==> config.mk <==
export PLATFORM = sky130hd
export DESIGN_NAME = worley_noise_pipe
export DESIGN_NICKNAME = d
export VERILOG_FILES = /design/src/rtl/worley_noise_pipe.sv
export SDC_FILE = /design/constraint.sdc
export NUM_CORES = 2
export LEC_CHECK = 0
export BUFFER_PORTS_ARGS = -buffer_cell sky130_fd_sc_hd__buf_2
export CELL_PAD_IN_SITES_DETAIL_PLACEMENT = 0
export CELL_PAD_IN_SITES_GLOBAL_PLACEMENT = 1
export CORE_AREA = 2 2 225 392
export DETAILED_ROUTE_END_ITERATION = 8
export DIE_AREA = 0 0 227 394
export PLACE_DENSITY_LB_ADDON = 0.1
export SLEW_MARGIN = 20
export SYNTH_ARGS = -nofsm -noshare
export SYNTH_HDL_FRONTEND = slang
export SYNTH_SLANG_ARGS = --single-unit
==> constraint.sdc <==
create_clock -name clk -period 17.3 [get_ports clk]
set_clock_uncertainty 0.2 [all_clocks]
set_input_delay 1.73 -clock clk [delete_from_list [all_inputs] [get_ports clk]]
set_output_delay 1.73 -clock clk [all_outputs]
set_load 0.01 [all_outputs]
==> src/rtl/worley_noise_pipe.sv <==
// Worley noise generator: N bouncing feature points, one pixel per clock through a
// four-stage |dx|,|dy| -> d^2 -> F1/F2/argmin -> mode-select pipeline.
module worley_noise_pipe #(
   parameter int unsigned N_POINTS = 4,
   parameter int unsigned COORD_W  = 10,
   parameter int unsigned VEL_W    = 4,
   parameter int unsigned XMAX     = 640,
   parameter int unsigned YMAX     = 480,
   parameter int unsigned SHIFT    = 8,
   parameter int unsigned IDX_W    = (N_POINTS > 1) ? $clog2(N_POINTS) : 1
) (
   input  logic                     clk,
   input  logic                     reset,
   input  logic                     frame_tick,
   input  logic                     pix_valid,
   input  logic [COORD_W-1:0]       x,
   input  logic [COORD_W-1:0]       y,
   input  logic [1:0]               mode,
   input  logic                     load_en,
   input  logic [IDX_W-1:0]         load_idx,
   input  logic [COORD_W-1:0]       load_x,
   input  logic [COORD_W-1:0]       load_y,
   input  logic signed [VEL_W-1:0]  load_vx,
   input  logic signed [VEL_W-1:0]  load_vy,
   output logic [7:0]               noise,
   output logic                     noise_valid
);
   localparam int unsigned D_W = 2 * COORD_W + 1;
   localparam logic [COORD_W-1:0] X_HI = COORD_W'(XMAX - 1);
   localparam logic [COORD_W-1:0] Y_HI = COORD_W'(YMAX - 1);

   logic [COORD_W-1:0]      px [N_POINTS];
   logic [COORD_W-1:0]      py [N_POINTS];
   logic signed [VEL_W-1:0] vx [N_POINTS];
   logic signed [VEL_W-1:0] vy [N_POINTS];

   logic [COORD_W-1:0] dx_q [N_POINTS];
   logic [COORD_W-1:0] dy_q [N_POINTS];
   logic [D_W-1:0]     d_q  [N_POINTS];
   logic               v1_q, v2_q, v3_q;
   logic [D_W-1:0]     f1_q, f2_q, f1_c, f2_c;
   logic [IDX_W-1:0]   idx1_q, idx1_c;
   logic [1:0]         mode_q;
   logic [7:0]         noise_c;

   // One axis step: reflect off either edge, clamping to the edge on the bounce frame.
   function automatic void bounce(
      input  logic [COORD_W-1:0]      p,
      input  logic signed [VEL_W-1:0] v,
      input  logic [COORD_W-1:0]      hi,
      output logic [COORD_W-1:0]      p_next,
      output logic signed [VEL_W-1:0] v_next
   );
      logic signed [COORD_W:0] n;
      n      = $signed({1'b0, p}) + (COORD_W+1)'(v);
      p_next = n[COORD_W-1:0];
      v_next = v;
      if (n[COORD_W]) begin
         p_next = '0;
         v_next = -v;
      end else if (n[COORD_W-1:0] > hi) begin
         p_next = hi;
         v_next = -v;
      end
   endfunction

   function automatic logic [7:0] sat(input logic [D_W-1:0] v);
      logic [D_W-1:0] s;
      s = v >> SHIFT;
      return (s > D_W'(255)) ? 8'hFF : s[7:0];
   endfunction

   for (genvar g = 0; g < N_POINTS; g++) begin : g_point
      logic [COORD_W-1:0]      nx_c, ny_c;
      logic signed [VEL_W-1:0] nvx_c, nvy_c;

      always_comb begin
         bounce(px[g], vx[g], X_HI, nx_c, nvx_c);
         bounce(py[g], vy[g], Y_HI, ny_c, nvy_c);
      end

      // Point state: a load to this index wins over the frame tick.
      always_ff @(posedge clk or posedge reset) begin
         if (reset) begin
            px[g] <= COORD_W'((97 * g + 80) % XMAX);
            py[g] <= COORD_W'((61 * g + 60) % YMAX);
            vx[g] <= (g % 2 == 0) ? VEL_W'(1) : VEL_W'(-1);
            vy[g] <= (g % 3 == 0) ? VEL_W'(1) : VEL_W'(-1);
         end else if (load_en && (load_idx == IDX_W'(g))) begin
            px[g] <= (load_x > X_HI) ? X_HI : load_x;
            py[g] <= (load_y > Y_HI) ? Y_HI : load_y;
            vx[g] <= load_vx;
            vy[g] <= load_vy;
         end else if (frame_tick) begin
            px[g] <= nx_c;
            py[g] <= ny_c;
            vx[g] <= nvx_c;
            vy[g] <= nvy_c;
         end
      end

      // S1 absolute offsets, S2 squared distance.
      always_ff @(posedge clk) begin
         dx_q[g] <= (x >= px[g]) ? (x - px[g]) : (px[g] - x);
         dy_q[g] <= (y >= py[g]) ? (y - py[g]) : (py[g] - y);
         d_q[g]  <= D_W'(dx_q[g]) * D_W'(dx_q[g]) + D_W'(dy_q[g]) * D_W'(dy_q[g]);
      end
   end

   // Smallest and second-smallest distance; strict compare keeps the lowest index on ties.
   always_comb begin
      f1_c   = d_q[0];
      f2_c   = '1;
      idx1_c = '0;
      for (int unsigned i = 1; i < N_POINTS; i++) begin
         if (d_q[IDX_W'(i)] < f1_c) begin
            f2_c   = f1_c;
            f1_c   = d_q[IDX_W'(i)];
            idx1_c = IDX_W'(i);
         end else if (d_q[IDX_W'(i)] < f2_c) begin
            f2_c = d_q[IDX_W'(i)];
         end
      end
   end

   always_ff @(posedge clk) begin
      f1_q   <= f1_c;
      f2_q   <= f2_c;
      idx1_q <= idx1_c;
      mode_q <= mode;
   end

   always_comb begin
      noise_c = '0;
      case (mode_q)
         2'd0:    noise_c = 8'd255 - sat(f1_q);
         2'd1:    noise_c = sat(f1_q);
         2'd2:    noise_c = sat(f2_q - f1_q);
         default: noise_c = 8'(32'(idx1_q) * 37);
      endcase
   end

   // Valid chain and output register; noise holds through bubbles.
   always_ff @(posedge clk or posedge reset) begin
      if (reset) begin
         v1_q        <= 1'b0;
         v2_q        <= 1'b0;
         v3_q        <= 1'b0;
         noise_valid <= 1'b0;
         noise       <= '0;
      end else begin
         v1_q        <= pix_valid;
         v2_q        <= v1_q;
         v3_q        <= v2_q;
         noise_valid <= v3_q;
         if (v3_q) noise <= noise_c;
      end
   end
endmodule
==> out/qor.yml <==
status:
  outcome: "complete, no violations"
floorplan:
  die_h_um: 394
  num_rows: 143
  die_area_um2: 89400
  initial_core_util_pct: 54.3
  core_area_um2: 86600
  die_w_um: 227
  ios: 66
min_path:
  whs_path_depth: 0
  holdPathEnd: "v2_q"
  min_from: "v1_q"
  worstHoldPathType: "register to register"
timing:
  finalMaxSlewViolations: 0
  finalCritPeriodShare_pct: 53.4
  fmax_mhz: 108
  finalSetupViolations: 0
  min_period_ps: 9240
  slew_headroom_pct: 33.8
  tns_ps: 0
  rsz0062_at_grt: "no"
  hold_viol_final: 0
  tightestPinTransition_ps: 990
worst_setup_path:
  cp-end-kind: "register"
  cp_max_fo: 29
  cpPeakStageDelay_ps: 780
  cpMostUsedCell: "a21o_1"
  r2r_end: "f2_q[11]"
  cp.arrival_ps: 9520
  worstRegToRegCells: 32
  required_ps: 17580
  r2r_setup_slack_ps: 8060
  r2r-start: "d_q[0][10]"
  startpoint_type: "register"
  path_class: "register to register"
  crit_slowest_cell: "a221oi_1"
placed_design:
  place.detailed.hpwl_um: 108000
  routabilityCongestion: 0.913
  port_buffers: 65
clock_tree:
  cts_setup_buffers: 0
  ctsHoldBuffers: 0
  cts_resized: 0
  clk_latency_ps: 590
  htreeDepth: 2
  root_buffer: "clkbuf_16"
  cts_sinks: 334
  cts_made_buffers: 37
  clockBufferDepth: 3
  clk_pin_slew_worst_paths_ps: 70
  cts_tree: "yes"
global_routing:
  grt_pass1_vias: 38800
  grt_pass1_wl_um: 204000
  grt_max_degree: 67
  overflow: 0
  antenna_found_initial: 8
  grt_use_total_pct: 29.3
synth:
  syn_area_um2: 47000
  synth_flop_cell: "dfxtp_1"
  syn_inst: 5259
  synthTopCellsByArea: "fa_1 23%, ha_1 19%, dfxtp_1 8.9%, inv_1 7.4%, dfrtp_1 3.7%"
  synth_top_cell_area_share_pct: 23.0
  seq_area_frac_synth_pct: 15.7
  synth-edff-count: 0
  ys_warn_count: 0
  yosysTopAreaCell: "fa_1"
  synthArstFlopShare_pct: 37.1
  synth.avg_cell_area_um2: 8.94
  ys_types: 72
  synth_nets: 6560
  ys_ff_latch: 334
detailed_routing:
  ant_nets: 0
  wire_per_inst_um: 19.7
  drtPass1Iterations: 5
  postRouteWirelength_um: 126000
  via_count: 36100
  drc: 0
  vias_per_cell: 5.62
  drt-initial-drc-count: 1386
cells_and_area:
  drive_gt1_share_pct: 5.70
  fill_cells: 8151
  syn_to_final_growth_pct: 5.72
  fin_nets: 6538
  final-seq-area_um2: 7380
  mostFrequentLayoutCells: "923 x inv_1, 704 x ha_1, 540 x fa_1, 311 x nand2_1, 274 x nor2_1"
  multi_input_area_um2: 35600
  final_common_cell: "inv_1"
flow_run:
  cap_violations: 0
## area by class of cell
| class | count | area share, % |
|---|---|---|
| diodes | 2 | 0.0101 |
| clock buffers | 52 | 2.24 |
| clock inverters | 14 | 0.299 |
| inverters | 925 | 6.99 |
| multi-input cells | 3851 | 71.7 |
| flip-flops and latches | 334 | 14.8 |
| well taps | 1160 | 2.92 |
| repair buffers | 88 | 1.04 |
## worst max-delay path, delay by kind of cell, from the launching register on
family                     cells  cell delay (ps)
buffers and inverters          4              950
muxes                          1              290
AOI/OAI and AO/OA             20             4950
adders and majority gates      3              860
DFF                            1              320
and+or+nand+nor                4             1550
## how the worst max path moves through the flow
stage | startpoint | end | slack, ps | cells after the start
floorplan | d_q[0][6] | f2_q[14] | 10170 | 32
detailed placement | d_q[0][10] | f2_q[11] | 8090 | 32
CTS | d_q[0][10] | f2_q[1] | 8060 | 33
finish | d_q[0][10] | f2_q[11] | 8060 | 32
global route | d_q[0][10] | f2_q[9] | 7500 | 34
global placement | d_q[0][10] | f2_q[13] | 8090 | 31
## registers in the layout, summed over array words and instances (netlist names), 2 cells and up
name / cells
noise: 8
mode_q: 2
d_q: 84
f1_q: 21
idx1_q: 2
vy: 16
f2_q: 21
vx: 16
dy_q: 40
px: 40
dx_q: 40
py: 40
## synthesized netlist by cell type, types with 49 or more instances
library cell and instances:
inv_1 925, ha_1 704, fa_1 540, nand2_1 311
nor2_1 277, a21oi_1 243, o21ai_0 223, and2_1 220
dfxtp_1 210, xnor2_1 159, nand3_1 150, clkbuf_1 131
a21o_1 118, xor2_1 78, dfrtp_1 69, a31oi_1 64
nor3_1 63, mux2i_1 60, nor2b_1 59, dfstp_2 55
o211ai_1 51, a211oi_1 50, o21bai_1 49
## stage by stage
step                hold slack (ps)  setup slack [ps]  cells  area (um^2)  utilization [%]
floorplan                       131             10170   5259        47000                -
global placement                136              8090   6356        48400             55.9
detailed placement              143              8090   6357        48400             55.9
CTS                             156              8060   6423        49700             57.4
global route                    171              7500   6426        49700             57.4
finish                          153              8060   6426        49700             57.4
## layer usage
layer | global-route usage (%) | up-vias | share of wire [%]
met2 | 57.5 | 591 | 56
met3 | 2.45 | 253 | 2.4
met1 | 29.8 | 17800 | 35
met5 | 0 | - | 0.044
met4 | 16.3 | 10 | 6.8
li1 | - | 17500 | -
## logic make-up (layout without fill, tap and decap cells)
| family | after synthesis | in the layout | synth area share, % |
|---|---|---|---|
| simple gates | 1267 | 1267 | 13.3 |
| fa+ha+maj | 1244 | 1244 | 41.7 |
| buf+inv | 1074 | 1079 | 8.61 |
| compound gates | 1006 | 1006 | 14.1 |
| flops | 334 | 334 | 15.7 |
| xor+xnor | 237 | 237 | 4.41 |
| mux | 97 | 97 | 2.16 |
| other cells | 0 | 2 | 0 |
Power is left out: the tool's default activity adds up to more than one toggle a clock period on the data nets, which glitch-free logic cannot reach.
